$ cat src/rtl/alu_cmd_ctrl.sv
// Byte-stream command front-end for a 16-bit ALU: collects opcode/A/B frames, drives the ALU and returns result plus flag byte.
// Optional divide-by-zero guard enabled by defining ALU_CMD_DIV0_CHK_EN.
module alu_cmd_ctrl #(
  parameter int OP_W    = 16,
  parameter int ALU_LAT = 1
) (
  input  logic            clk,
  input  logic            rst_n,
  input  logic [7:0]      cmd_data,
  input  logic            cmd_valid,
  output logic            cmd_ready,
  output logic [7:0]      rsp_data,
  output logic            rsp_valid,
  input  logic            rsp_ready,
  output logic [OP_W-1:0] alu_a,
  output logic [OP_W-1:0] alu_b,
  output logic [3:0]      alu_fun,
  input  logic [OP_W-1:0] alu_out,
  input  logic            arith_flag,
  input  logic            carry_flag,
  input  logic            logic_flag,
  input  logic            cmp_flag,
  input  logic            shift_flag,
  output logic            busy
);

  localparam int NB     = OP_W / 8;
  localparam int FRAME  = 1 + 2 * NB;
  localparam int CNT_W  = $clog2(FRAME);
  localparam int WAIT_W = (ALU_LAT < 1) ? 1 : $clog2(ALU_LAT + 1);
  localparam int IDX_W  = $clog2(NB + 2);
  localparam logic [3:0] FUN_NOP = 4'b1111;
`ifdef ALU_CMD_DIV0_CHK_EN
  localparam logic [3:0] FUN_DIV = 4'b0011;
`endif

  typedef enum logic [1:0] {S_CMD, S_EXEC, S_RESP} state_t;

  // Operands arrive LSB first, so each new byte enters at the top and the word slides down.
  function automatic logic [OP_W-1:0] byte_shift_in(input logic [OP_W-1:0] cur, input logic [7:0] b);
    return (cur >> 8) | (OP_W'(b) << (OP_W - 8));
  endfunction

  function automatic logic [7:0] res_byte(input logic [OP_W-1:0] res, input logic [IDX_W-1:0] idx);
    logic [OP_W-1:0] sh;
    sh = res >> {idx, 3'b000};
    return sh[7:0];
  endfunction

  state_t            state_q, state_d;
  logic [CNT_W-1:0]  cnt_q, cnt_d;
  logic [WAIT_W-1:0] wait_q, wait_d;
  logic [IDX_W-1:0]  idx_q, idx_d;
  logic [3:0]        op_q, op_d;
  logic [OP_W-1:0]   a_sh_q, a_sh_d, b_sh_q, b_sh_d;
  logic [OP_W-1:0]   alu_a_q, alu_a_d, alu_b_q, alu_b_d;
  logic [3:0]        alu_fun_q, alu_fun_d;
  logic [OP_W-1:0]   res_q, res_d;
  logic [7:0]        flag_q, flag_d;
  logic [7:0]        rsp_data_q, rsp_data_d;
  logic              rsp_valid_q, rsp_valid_d;
  logic              cmd_ready_q, cmd_ready_d;
  logic              busy_q, busy_d;
  logic [OP_W-1:0]   b_next_s;

  always_ff @(posedge clk or negedge rst_n) begin
    if (!rst_n) begin
      state_q     <= S_CMD;
      cnt_q       <= '0;
      wait_q      <= '0;
      idx_q       <= '0;
      op_q        <= 4'h0;
      a_sh_q      <= '0;
      b_sh_q      <= '0;
      alu_a_q     <= '0;
      alu_b_q     <= '0;
      alu_fun_q   <= FUN_NOP;
      res_q       <= '0;
      flag_q      <= 8'h00;
      rsp_data_q  <= 8'h00;
      rsp_valid_q <= 1'b0;
      cmd_ready_q <= 1'b1;
      busy_q      <= 1'b0;
    end else begin
      state_q     <= state_d;
      cnt_q       <= cnt_d;
      wait_q      <= wait_d;
      idx_q       <= idx_d;
      op_q        <= op_d;
      a_sh_q      <= a_sh_d;
      b_sh_q      <= b_sh_d;
      alu_a_q     <= alu_a_d;
      alu_b_q     <= alu_b_d;
      alu_fun_q   <= alu_fun_d;
      res_q       <= res_d;
      flag_q      <= flag_d;
      rsp_data_q  <= rsp_data_d;
      rsp_valid_q <= rsp_valid_d;
      cmd_ready_q <= cmd_ready_d;
      busy_q      <= busy_d;
    end
  end

  always_comb begin
    state_d     = state_q;
    cnt_d       = cnt_q;
    wait_d      = wait_q;
    idx_d       = idx_q;
    op_d        = op_q;
    a_sh_d      = a_sh_q;
    b_sh_d      = b_sh_q;
    alu_a_d     = alu_a_q;
    alu_b_d     = alu_b_q;
    alu_fun_d   = alu_fun_q;
    res_d       = res_q;
    flag_d      = flag_q;
    rsp_data_d  = rsp_data_q;
    rsp_valid_d = rsp_valid_q;
    cmd_ready_d = cmd_ready_q;
    b_next_s    = byte_shift_in(b_sh_q, cmd_data);

    case (state_q)
      S_CMD: begin
        if (cmd_valid && cmd_ready_q) begin
          if (cnt_q == CNT_W'(0)) begin
            op_d = cmd_data[3:0];
          end else if (cnt_q <= CNT_W'(NB)) begin
            a_sh_d = byte_shift_in(a_sh_q, cmd_data);
          end else begin
            b_sh_d = b_next_s;
          end
          if (cnt_q == CNT_W'(FRAME - 1)) begin
            cnt_d       = '0;
            cmd_ready_d = 1'b0;
            alu_a_d     = a_sh_q;
            alu_b_d     = b_next_s;
            idx_d       = '0;
            wait_d      = '0;
`ifdef ALU_CMD_DIV0_CHK_EN
            // Divide by zero never reaches the ALU; answer directly with the error frame.
            if ((op_q == FUN_DIV) && (b_next_s == '0)) begin
              res_d   = '1;
              flag_d  = 8'h80;
              state_d = S_RESP;
            end else begin
              alu_fun_d = op_q;
              state_d   = S_EXEC;
            end
`else
            alu_fun_d = op_q;
            state_d   = S_EXEC;
`endif
          end else begin
            cnt_d = cnt_q + CNT_W'(1);
          end
        end else begin
          cnt_d = cnt_q;
        end
      end
      S_EXEC: begin
        if (wait_q == WAIT_W'(ALU_LAT)) begin
          res_d     = alu_out;
          flag_d    = {3'b000, shift_flag, cmp_flag, logic_flag, carry_flag, arith_flag};
          alu_fun_d = FUN_NOP;
          idx_d     = '0;
          state_d   = S_RESP;
        end else begin
          wait_d = wait_q + WAIT_W'(1);
        end
      end
      S_RESP: begin
        // First RESP cycle presents result byte 0; later cycles advance on each accepted byte.
        if (!rsp_valid_q) begin
          rsp_valid_d = 1'b1;
          rsp_data_d  = res_byte(res_q, IDX_W'(0));
          idx_d       = IDX_W'(1);
        end else if (rsp_ready) begin
          if (idx_q == IDX_W'(NB + 1)) begin
            rsp_valid_d = 1'b0;
            cmd_ready_d = 1'b1;
            idx_d       = '0;
            state_d     = S_CMD;
          end else if (idx_q == IDX_W'(NB)) begin
            rsp_data_d = flag_q;
            idx_d      = idx_q + IDX_W'(1);
          end else begin
            rsp_data_d = res_byte(res_q, idx_q);
            idx_d      = idx_q + IDX_W'(1);
          end
        end else begin
          rsp_valid_d = rsp_valid_q;
        end
      end
      default: begin
        state_d     = S_CMD;
        cnt_d       = '0;
        cmd_ready_d = 1'b1;
        rsp_valid_d = 1'b0;
        alu_fun_d   = FUN_NOP;
      end
    endcase

    busy_d = (state_d != S_CMD) || (cnt_d != '0);
  end

  assign cmd_ready = cmd_ready_q;
  assign rsp_data  = rsp_data_q;
  assign rsp_valid = rsp_valid_q;
  assign alu_a     = alu_a_q;
  assign alu_b     = alu_b_q;
  assign alu_fun   = alu_fun_q;
  assign busy      = busy_q;

endmodule

$ cat config.mk
export PLATFORM = sky130hd
export DESIGN_NAME = alu_cmd_ctrl
export DESIGN_NICKNAME = d
export VERILOG_FILES = /design/src/rtl/alu_cmd_ctrl.sv
export SDC_FILE = /design/constraint.sdc
export NUM_CORES = 1
export LEC_CHECK = 0
export ABC_AREA = 1
export ABC_CLOCK_PERIOD_IN_PS = 4080
export BUFFER_PORTS_ARGS = -buffer_cell sky130_fd_sc_hd__buf_4
export CORE_ASPECT_RATIO = 0.75
export CORE_MARGIN = 5
export CORE_UTILIZATION = 50
export DETAILED_ROUTE_END_ITERATION = 6
export PLACE_DENSITY = 0.85
export SYNTH_ARGS = -nofsm -noshare
export SYNTH_HDL_FRONTEND = slang
export SYNTH_SLANG_ARGS = --single-unit
$ cat constraint.sdc
create_clock -name clk -period 4.08 [get_ports clk]
set_clock_uncertainty 0.15 [all_clocks]
set_input_delay 0.612 -clock clk [delete_from_list [all_inputs] [get_ports clk]]
set_output_delay 0.612 -clock clk [all_outputs]
set_load 0.1 [all_outputs]
---- Word-level counts from Yosys, hierarchy flattened ----
Index checks and enable logic that the tools add are counted.
word-level totals
  memory bits (read-only) ................. 0
  word-level logic and storage cells ...... 98
  bits of input ports ..................... 33
  register bits after elaboration ......... 112
  output and inout port bits .............. 47
  memory bits (writable) .................. 0
  memories kept ........................... 0
  bits in latches ......................... 0
operators by class
  divide/modulo/power cells ............... 0
  equality and inequality tests ........... 14
  multipliers ............................. 0
  multiplexer cells ....................... 37
  reduce and logical (&&, ||, !) cells .... 20
  add/sub/neg operators ................... 3
  shifts and indexed selects .............. 1
  order comparisons ....................... 1
  bitwise operators ....................... 6
operators by type and width
  kind                   number
  $mux W8                4
  $or A8 B16 Y16         2
  $mux W2                12
  $ne A2 B2 Y1 const B   8
  $shr A16 B5 Y8         1
  $mux W4                3
  $pmux W2 S3            2
  $pmux W4 S3            1
  $reduce_and A3 Y1      4
  $reduce_and A4 Y1      3
  $mux W1                9
  $eq A2 B2 Y1 const B   3
  $mux W3                2
  $pmux W3 S2            1
  $reduce_and A6 Y1      1
  $reduce_bool A3 Y1     2
  $reduce_and A5 Y1      1
  $not A1 Y1             4
  $pmux W1 S2            2
  $reduce_bool A2 Y1     2
  $reduce_or A2 Y1       2
  $add A3 B1 Y3 const B  1
  $eq A3 B3 Y1 const B   1
  $le A3 B2 Y1 const B   1
  other kinds (10)       10

---- Longest topological paths before layout ----
Gate-level depths: netlist (run 1).
  depth after elaboration ................. 7
  gate-level depth with buffers ........... 11
  depth with buffers taken out ............ 11

---- Worst setup path after synthesis (run 1) ----
No wires, ideal clock.
  kind .................................... reg2reg
  from .................................... register rsp_valid_q (netlist: rsp_valid)
  to ...................................... register rsp_data_q[5] (netlist: rsp_data[5])
  path slack .............................. 2.036 ns
  required time ........................... 3.806 ns
  period minus slack after synthesis ...... 2.044 ns
  stages on the path, launching flop included .. 7
  path buffers ............................ 1
  library setup time ...................... 0.124 ns
  data arrival time ....................... 1.770 ns
  path through ............................ dfrtp_1 > buf_4 > inv_2 > nand2_1 > nand2_2 > o211ai_1 > nand2_1
on the way
  longest elaborated chain between the ends .. 2
  elaborated cells between the ends (all ways) .. 4
  those cells by class .................... 2 x eq/ne; 1 x mux; 1 x reduce/logical
ends and longest elaborated chain
  element                             RTL line  text
  start, declared                     61        logic rsp_valid_q, rsp_valid_d;
  start signal, assigned              98        rsp_valid_q <= rsp_valid_d;
  $ne A2 B2 Y1 (no source line)       n/a
  $reduce_and A3 Y1 (no source line)  n/a
  end signal, assigned                97        rsp_data_q <= rsp_data_d;
  end, declared                       60        logic [7:0] rsp_data_q, rsp_data_d;
Several ways; a longest one is shown, not always the timed one.
A chain may end at the register's enable or synchronous reset.

---- Worst setup path after layout (run 1) ----
  from .................................... register state_q[1]
  to ...................................... register alu_a_q[1] (netlist: alu_a[1])
on the way
  longest elaborated chain between the ends .. 2
ends and longest elaborated chain
  element                             RTL line  text
  start, declared                     50        state_t state_q, state_d;
  start signal, assigned              85        state_q <= state_d;
  $logic_not A2 Y1                    122       case (state_q)
  $reduce_and A3 Y1 (no source line)  n/a
  end signal, assigned                92        alu_a_q <= alu_a_d;
  end, declared                       56        logic [OP_W-1:0] alu_a_q, alu_a_d, alu_b_q, alu_b_d;
No other way between the ends.

==> reports/qor.yml, run 1 <==
outcome:
  status: "finished clean"
timing:
  maxClockFrequency_mhz: 387
  relSlewSlack: 0.338
  finalHoldViolations: 0
  grt_setup_unrepaired: "false"
  period_minus_slack_ns: 2.59
  slew_viol_final: 0
  post-route-period-util: 0.634
  tns_ns: 0
  setup_viol: 0
  tightest_slew_ns: 0.991
grt:
  grt-ovfl-total: 0
  grt_max_degree: 59
  antenna_found_initial: 0
  track_usage: 0.195
  grt_pass1_vias: 3503
  grt_pass1_wl_um: 17100
logic_synthesis:
  ys_warn_count: 0
  ys_ff_latch: 104
  syn-instance-count: 462
  yosys-top-cells-count: "nand2_1 (132), dfrtp_1 (99), inv_1 (40), o21ai_2 (28), nor2_1 (25)"
  synth_area_per_cell_um2: 9.87
  synth_edf_count: 0
  synth-seq-area-share: 0.572
  synth_most_common_cell: "nand2_1"
  yosys.area.top_type_share: 0.543
  syn_area_um2: 4560
  synth_top_cells_by_area: "dfrtp_1 (54%), nand2_1 (11%), o21ai_2 (5.4%)"
  synth_nets: 504
  async_flop_share: 1.00
  yosys_most_used_dff: "dfrtp_1"
  ys_types: 24
  synth_top_area_cell: "dfrtp_1"
pwr:
  switchingPower_mw: 0.454
  clkPwrFrac: 0.435
  power.density_nw_per_um2: 360
  p_int_mw: 1.52
  peakVddDrop_mv: 0.267
  pwr-share-comb: 0.034
  p_seq_frac: 0.531
  p_sw_frac: 0.230
  power.leakage_nw: 2.86
floorplanning:
  initial_utilization: 0.508
  fp-row-count: 30
  ioPinCount: 80
  core_um2: 8970
  chipHeight_um: 92.7
  die_w_um: 120
  die_area_um2: 11100
layout:
  seq_area_um2: 2610
  area_growth_pct: 20.2
  multi_input_area_um2: 1670
  drive_gt1_frac: 0.298
  final_core_util: 0.611
  diodes: 0
  fillers: 716
  nNetsFinal: 581
cts:
  clock-sinks: 104
  cts_setup_buffers: 0
  ctsHtreeMaxLevel: 3
  clk-insertion-delay-late_ns: 0.35
  clk_pin_slew_ns: 0.07
  clockRootBuffer: "clkbuf_16"
  postCtsResizedCells: 0
  cts_made_buffers: 9
  ctsHoldBuffers: 0
  cts_buffer_depth: 2
  cts_tree: "done"
worst_hold_path:
  min_path_type: "in -> async"
place:
  gp_congestion: 0.821
  io_buffer_count: 79
  place_hpwl_um: 7360
routing:
  wire_per_inst_um: 16.0
  first_iter_violations: 281
  dr.pass1.iters: 5
  drt_wl_total_um: 10500
  drc: 0
  num_vias: 3458
  vias_per_cell: 5.27
  ant_nets: 0
worst_setup_path:
  critPathTopFamily: "simple AND/OR/NAND/NOR gates"
  worst-path-max-fanout: 50
  crit_chain: "inv_1 -> ha_1 -> inv_2 -> nor2_4 -> nand2_2 -> inv_2 -> nand2_1 -> nand2_1"
  end_kind: "flop"
  path_buf_inv: 3
  cp_slowest_cell: "inv_2"
  cp_slowest_stage_delay_ns: 0.53
  cp.arrival_ns: 2.72
  criticalPathCategory: "reg -> reg"
  cp.required_ns: 4.21
  cp-start-kind: "flop"
job:
  max_cap_violations: 0
[final timing paths]
check | startpoint | endpoint | slack [ns] | cells past startpoint
min | rst_n | res_q[1]$_DFFE_PN0P_ | 0.18 | 1
min in group clk | b_sh_q[9]$_DFFE_PN0P_ | alu_b[1]$_DFFE_PN0P_ | 0.33 | 2
max reg2reg | state_q[1]$_DFF_PN0_ | alu_a[1]$_DFFE_PN0P_ | 1.49 | 8
max | state_q[1]$_DFF_PN0_ | alu_a[1]$_DFFE_PN0P_ | 1.49 | 8
min reg2reg | b_sh_q[9]$_DFFE_PN0P_ | alu_b[1]$_DFFE_PN0P_ | 0.33 | 2
max in group asynchronous | rst_n | alu_fun[0]$_DFFE_PN1P_ | 2.75 | 2
[cell usage in the layout (no fill, tap or decap)]
| cell type | instances |
|---|---|
| nand3_1 | 15 |
| nor2_4 | 2 |
| nand2_2 | 5 |
| mux2_2 | 18 |
| dfrtp_1 | 99 |
| nor3_2 | 1 |
| inv_1 | 40 |
| nor3_4 | 2 |
| a21oi_1 | 22 |
| ha_1 | 9 |
| nand2_4 | 1 |
| o21ai_1 | 8 |
| dfstp_2 | 5 |
| o211ai_1 | 8 |
| o22ai_1 | 2 |
| nor3_1 | 1 |
| clkbuf_16 | 9 |
| o21ai_2 | 28 |
| inv_2 | 3 |
| clkinv_4 | 1 |
| inv_6 | 1 |
| buf_4 | 81 |
| nand2_1 | 132 |
| o21ai_0 | 21 |
| clkinvlp_4 | 1 |
| nor2_1 | 25 |
| inv_8 | 3 |
| clkbuf_8 | 1 |
[sequential cells by signal, indices dropped and copies added, names as in the netlist, 2 cells and up]
signal / count
a_sh_q: 16
alu_b: 16
b_sh_q: 8
alu_fun: 4
state_q: 2
res_q: 16
op_q: 4
cnt_q: 3
alu_a: 16
flag_q: 5
rsp_data: 8
idx_q: 2
[worst register-to-register path: stages, from the launching register on]
cell,delay (ns)
dfrtp_1,0.43
inv_1,0.13
ha_1,0.25
inv_2,0.14
nor2_4,0.17
nand2_2,0.52
inv_2,0.53
nand2_1,0.12
nand2_1,0.08
[metal layers]
metal	GRT usage	share of wire	vias up
met5	0	0	-
met4	0.0575	0.019	0
met3	0.0617	0.074	19
met2	0.290	0.45	124
met1	0.276	0.45	1664
li1	-	-	1651
[kinds of logic (layout without fill, tap and decap cells)]
kind of cell    Yosys count  after routing  synth area share
fa+ha+maj                 9              9            0.0247
flops                   104            104             0.572
compound gates           89             89             0.126
buf+inv                  58            140            0.0626
mux                      18             18            0.0445
simple gates            184            184             0.170
[power groups by stage]
stage	Clock [mW]	Combinational (mW)	Sequential, mW
2_1_floorplan	0	0.0172	1.06
3_3_place_gp	0	0.0663	1.07
3_5_place_dp	0	0.0687	1.07
4_1_cts	0.863	0.0692	1.05
5_1_grt	0.907	0.0764	1.05
6_report	0.857	0.0676	1.05
[stage by stage]
stage	total power [mW]	instances	area [um^2]	setup slack, ns	hold slack [ns]
5_1_grt	2.03	656	5480	1.27	0.229
4_1_cts	1.98	656	5480	1.53	0.194
6_report	1.97	656	5480	1.49	0.178
2_1_floorplan	1.08	462	4560	2.04	0.166
3_5_place_dp	1.14	640	5180	1.55	0.310
3_3_place_gp	1.13	640	5180	1.69	0.298
[cell type report]
type / instances / area share
clock buffer: 10 / 0.0436
timing repair buffer: 81 / 0.111
tap: 112 / 0.0256
clock inverter: 6 / 0.0107
sequential: 104 / 0.476
inverter: 43 / 0.0294
multi-input combinational: 300 / 0.304
(Power assumes the default switching activity.)
==> run 2: changes to the inputs <==
Settings changed: ABC_CLOCK_PERIOD_IN_PS 4080 to 2500.
Clock period 4.08 ns to 2.5 ns, I/O delays scaled along.
==> run 2 against run 1 <==
Net effect: critical path depth decreased by 1; core utilization grew 0.52 points; combinational power is 67% higher; sequential cell count did not move; final cell count increased by 0.61%; clock-buffer cell count is the same; largest cell class unchanged; highest routed layer unchanged.
==> reports/qor.yml, run 2 (synthesis gave the netlist of run 1 again) <==
cts:
  cts_setup_buffers: 0
  clockRootBuffer: "clkbuf_16"
  cts_buffer_depth: 2
  postCtsResizedCells: 0
  cts_tree: "done"
  ctsHoldBuffers: 1
  cts_made_buffers: 9
  clk-insertion-delay-late_ns: 0.35
  clk_pin_slew_ns: 0.07
  ctsHtreeMaxLevel: 3
  clock-sinks: 104
layout:
  diodes: 0
  nNetsFinal: 585
  stdcell_count: 660
  area_growth_pct: 21.2
  final_cell_mix: "nand2_1 (132), dfrtp_1 (99), buf_4 (82)"
  final_common_cell: "nand2_1"
  drive_gt1_frac: 0.301
pwr:
  pwr-share-comb: 0.036
  p_int_mw: 2.47
  power.leakage_nw: 2.88
  peakVddDrop_mv: 0.359
  clkPwrFrac: 0.428
  p_seq_frac: 0.536
  switchingPower_mw: 0.721
  power.density_nw_per_um2: 577
  p_sw_frac: 0.226
worst_setup_path:
  worst-path-max-fanout: 30
  cp-start-kind: "flop"
  timing.rr.start: "state_q[1]$_DFF_PN0_"
  reg2reg_to: "alu_a[15]$_DFFE_PN0P_"
  criticalPathCategory: "reg -> reg"
  end_kind: "flop"
  r2r_slack_ns: 0.34
  r2r_cells: 7
  cp.arrival_ns: 2.26
  cp.required_ns: 2.60
timing:
  relSlewSlack: 0.712
  finalHoldViolations: 0
  period_minus_slack_ns: 2.16
  tns_ns: 0
  setup_viol: 0
  maxClockFrequency_mhz: 463
  post-route-period-util: 0.863
  slew_viol_final: 0
  tightest_slew_ns: 0.431
  grt_setup_unrepaired: "false"
routing:
  first_iter_violations: 302
  dr.pass1.iters: 5
  drc: 0
  ant_nets: 0
  num_vias: 3444
  wire_per_inst_um: 15.4
  drt_wl_total_um: 10200
  vias_per_cell: 5.22
grt:
  grt_pass1_wl_um: 17000
  antenna_found_initial: 0
  track_usage: 0.193
  grt-ovfl-total: 0
  grt_pass1_vias: 3427
  grt_max_degree: 50
floorplanning:
  fp-row-count: 30
  initial_utilization: 0.508
  ioPinCount: 80
  chipHeight_um: 92.7
  die_w_um: 120
  die_area_um2: 11100
  core_um2: 8970
place:
  io_buffer_count: 79
  gp_congestion: 0.834
  place_hpwl_um: 7200
  placedCellCount: 643
outcome:
  status: "finished clean"
worst_hold_path:
  hold_path_depth: 2
  hold-path-endpoint: "flag_q[3]$_DFFE_PN0P_"
  min_path_type: "in -> reg"
  hp-start: "cmp_flag"
job:
  max_cap_violations: 0
[run 2: worst max path at each step]
stage / startpoint / endpoint / slack, ns / cells after the start
detailed placement: state_q[1]$_DFF_PN0_ / alu_a[15]$_DFFE_PN0P_ / 0.36 / 7
CTS: state_q[1]$_DFF_PN0_ / alu_a[15]$_DFFE_PN0P_ / 0.33 / 7
global route: state_q[1]$_DFF_PN0_ / alu_a[15]$_DFFE_PN0P_ / 0.17 / 7
finish: state_q[1]$_DFF_PN0_ / alu_a[15]$_DFFE_PN0P_ / 0.34 / 7
global placement: state_q[0]$_DFF_PN0_ / alu_b[15]$_DFFE_PN0P_ / 0.55 / 7
floorplan: rsp_valid$_DFFE_PN0N_ / rsp_data[5]$_DFFE_PN0P_ / 0.46 / 6
[run 2: stage by stage]
stage / utilization / hold WS (ns) / power (mW) / worst slack, ns / instance area (um^2)
detailed placement: 0.583 / 0.195 / 1.86 / 0.365 / 5230
global placement: 0.583 / 0.190 / 1.85 / 0.545 / 5230
finish: 0.616 / 0.113 / 3.19 / 0.342 / 5530
CTS: 0.616 / 0.102 / 3.23 / 0.332 / 5530
global route: 0.616 / 0.104 / 3.30 / 0.166 / 5530
floorplan: - / -0.0706 / 1.77 / 0.456 / 4560
[run 2: area by class of cell]
cell class                 count  area (um^2)
inverter                      43          161
clock buffer                  10          239
tap                          112          140
clock inverter                 6         47.5
timing repair buffer          85          666
multi-input combinational    300         1670
fill                         741         3440
sequential                   104         2610
[run 2: per-layer routing]
metal / track usage / wire, um / up-vias
met5: 0 / 0 / -
met4: 0.0594 / 179 / 0
met3: 0.0556 / 663 / 18
met2: 0.294 / 4570 / 124
met1: 0.271 / 4740 / 1647
li1: - / - / 1655
[run 2: critical path, cell delays in order (launching register included)]
cell and delay, ns:
dfrtp_1 0.42, inv_1 0.12, ha_1 0.26, inv_2 0.14, nor2_4 0.16, nand2_2 0.24
buf_4 0.33, o21ai_0 0.24
[run 2: power by group through the flow]
stage          combinational (mW)  clock, mW  sequential, mW
2_1_floorplan              0.0281          0            1.74
3_3_place_gp                0.111          0            1.74
3_5_place_dp                0.115          0            1.74
4_1_cts                     0.117       1.40            1.71
5_1_grt                     0.129       1.46            1.71
6_report                    0.113       1.36            1.71
==> run 3: changes to the inputs <==
Settings changed: CORE_ASPECT_RATIO 0.75 to 1.1, PLACE_DENSITY 0.85 to default, PLACE_DENSITY_LB_ADDON from default to 0.08, SETUP_SLACK_MARGIN from default to 0.02.
==> run 3 against run 2 <==
Net effect: routed wire length is 6.0% lower; via count is 3.7% lower; global-route usage fell by 0.92 points; worst setup slack improved by 0.11 ns; total power is 12% lower; sequential cell count unchanged; critical path depth unchanged.
==> reports/qor.yml, run 3 (synthesis gave the netlist of run 1 again) <==
outcome:
  status: "finished clean"
layout:
  diodes: 0
  final_cell_mix: "nand2_1 (132), dfrtp_1 (99), buf_4 (84)"
  stdcell_count: 663
  final_core_util: 0.611
  final_common_cell: "nand2_1"
  area_growth_pct: 18.9
  drive_gt1_frac: 0.301
  nNetsFinal: 586
  fillers: 789
  multi_input_area_um2: 1670
  seq_area_um2: 2610
pwr:
  power.leakage_nw: 2.83
  peakVddDrop_mv: 0.287
  power.density_nw_per_um2: 516
floorplanning:
  chipHeight_um: 110
  initial_utilization: 0.514
  ioPinCount: 80
  core_um2: 8870
  fp-row-count: 36
  die_w_um: 101
  die_area_um2: 11100
cts:
  clk-insertion-delay-late_ns: 0.36
  clk_pin_slew_ns: 0.10
  ctsHtreeMaxLevel: 3
  clock-sinks: 104
  cts_tree: "done"
  clockRootBuffer: "clkbuf_8"
  cts_buffer_depth: 2
  cts_made_buffers: 9
  postCtsResizedCells: 0
grt:
  grt_pass1_wl_um: 16000
  gr-max-usage-layer: "met2"
  grt_pass1_vias: 3305
  gr-usage-met1: 0.233
  grtUsageMet2: 0.308
  grt-ovfl-total: 0
  antenna_found_initial: 0
  grt_max_degree: 45
  track_usage: 0.184
  met3_usage: 0.0359
timing:
  post-route-period-util: 0.817
  relSlewSlack: 0.642
  tns_ns: 0
  slew_viol_final: 0
  grt_setup_unrepaired: "false"
  period_minus_slack_ns: 2.04
  tightest_slew_ns: 0.536
  finalHoldViolations: 0
  whs_ns: 0.0859
  setup_slack_ns: 0.457
  maxClockFrequency_mhz: 489
  setup_viol: 0
worst_setup_path:
  critPathTopFamily: "flip-flops"
  cp.arrival_ns: 2.19
  cp_slowest_cell: "dfrtp_1"
  cp-start-kind: "flop"
  cp.required_ns: 2.65
  cp_slowest_stage_delay_ns: 0.53
  criticalPathCategory: "reg -> reg"
  crit_chain: "inv_1 -> ha_1 -> nor2_1 -> o21ai_0 -> o21ai_1 -> o211ai_1 -> nand2_1"
  worst-path-max-fanout: 9
  end_kind: "flop"
  path_buf_inv: 1
routing:
  first_iter_violations: 113
  dr.pass1.iters: 4
  wire_per_inst_um: 14.4
  ant_nets: 0
  vias_per_cell: 5.00
  drt_wl_total_um: 9540
  drc: 0
  num_vias: 3318
place:
  placedCellCount: 646
  post-place-ws_ns: 0.485
  place_hpwl_um: 6940
  gp_congestion: 0.817
  io_buffer_count: 79
job:
  max_cap_violations: 0
worst_hold_path:
  min_path_type: "in -> reg"
run 3: cell count changes in the layout (fill, tap and decap cells not counted):
cell and delta:
buf_12 -1, buf_4 +2, clkbuf_1 +1, clkbuf_16 -9
clkbuf_8 +9, clkinvlp_4 +1, inv_6 -3, inv_8 +1
run 3: worst paths after layout:
kind	to	slack [ns]	cells after the start	startpoint
max	rsp_data[1]$_DFFE_PN0P_	0.46	7	idx_q[0]$_DFFE_PN0P_
min in group asynchronous	a_sh_q[3]$_DFFE_PN0P_	0.39	2	rst_n
max in group asynchronous	alu_fun[0]$_DFFE_PN1P_	1.09	3	rst_n
min	res_q[5]$_DFFE_PN0P_	0.09	2	alu_out[5]
min reg2reg	alu_b[2]$_DFFE_PN0P_	0.33	2	b_sh_q[10]$_DFFE_PN0P_
max reg2reg	rsp_data[1]$_DFFE_PN0P_	0.46	7	idx_q[0]$_DFFE_PN0P_
run 3: per-stage QoR:
stage          total power [mW]  instance area, um^2
2_1_floorplan              1.77                 4560
3_3_place_gp               1.85                 5230
3_5_place_dp               1.85                 5230
4_1_cts                    2.82                 5420
5_1_grt                    2.91                 5420
6_report                   2.80                 5420
run 3: area by class of cell:
type	instances	area share
multi-input cells	300	0.307
flip-flops and latches	104	0.481
clock buffers	11	0.0261
repair buffers	86	0.122
well taps	114	0.0263
inverters	43	0.0298
clock inverters	5	0.00739
run 3: routing by layer:
metal  share of wire  vias to the layer above
met5               0                        -
met2            0.49                       82
li1                -                     1653
met3           0.047                       13
met1            0.45                     1570
met4           0.019                        0
run 3: worst reg2reg max path, delay by kind of cell (launching register included):
| kind | cells | cell delay, ns |
|---|---|---|
| AND/OR/NAND/NOR | 2 | 0.37 |
| buffers and inverters | 1 | 0.19 |
| AO/OA/AOI/OAI | 3 | 0.43 |
| flip-flops | 1 | 0.53 |
| adder cells (fa/ha/maj) | 1 | 0.33 |
run 3: power breakdown:
part | total [mW] | switching (mW) | leakage (nW) | internal [mW]
logic | 0.111 | 0.0591 | 1.37 | 0.0519
clock network | 0.977 | 0.578 | 0.0879 | 0.399
registers | 1.71 | 0.00901 | 1.37 | 1.70
run 3: timing repair:
item,in CTS,in global routing
hold endpoints to repair,38,0
buffers inserted,0,0
hold buffers,1,0
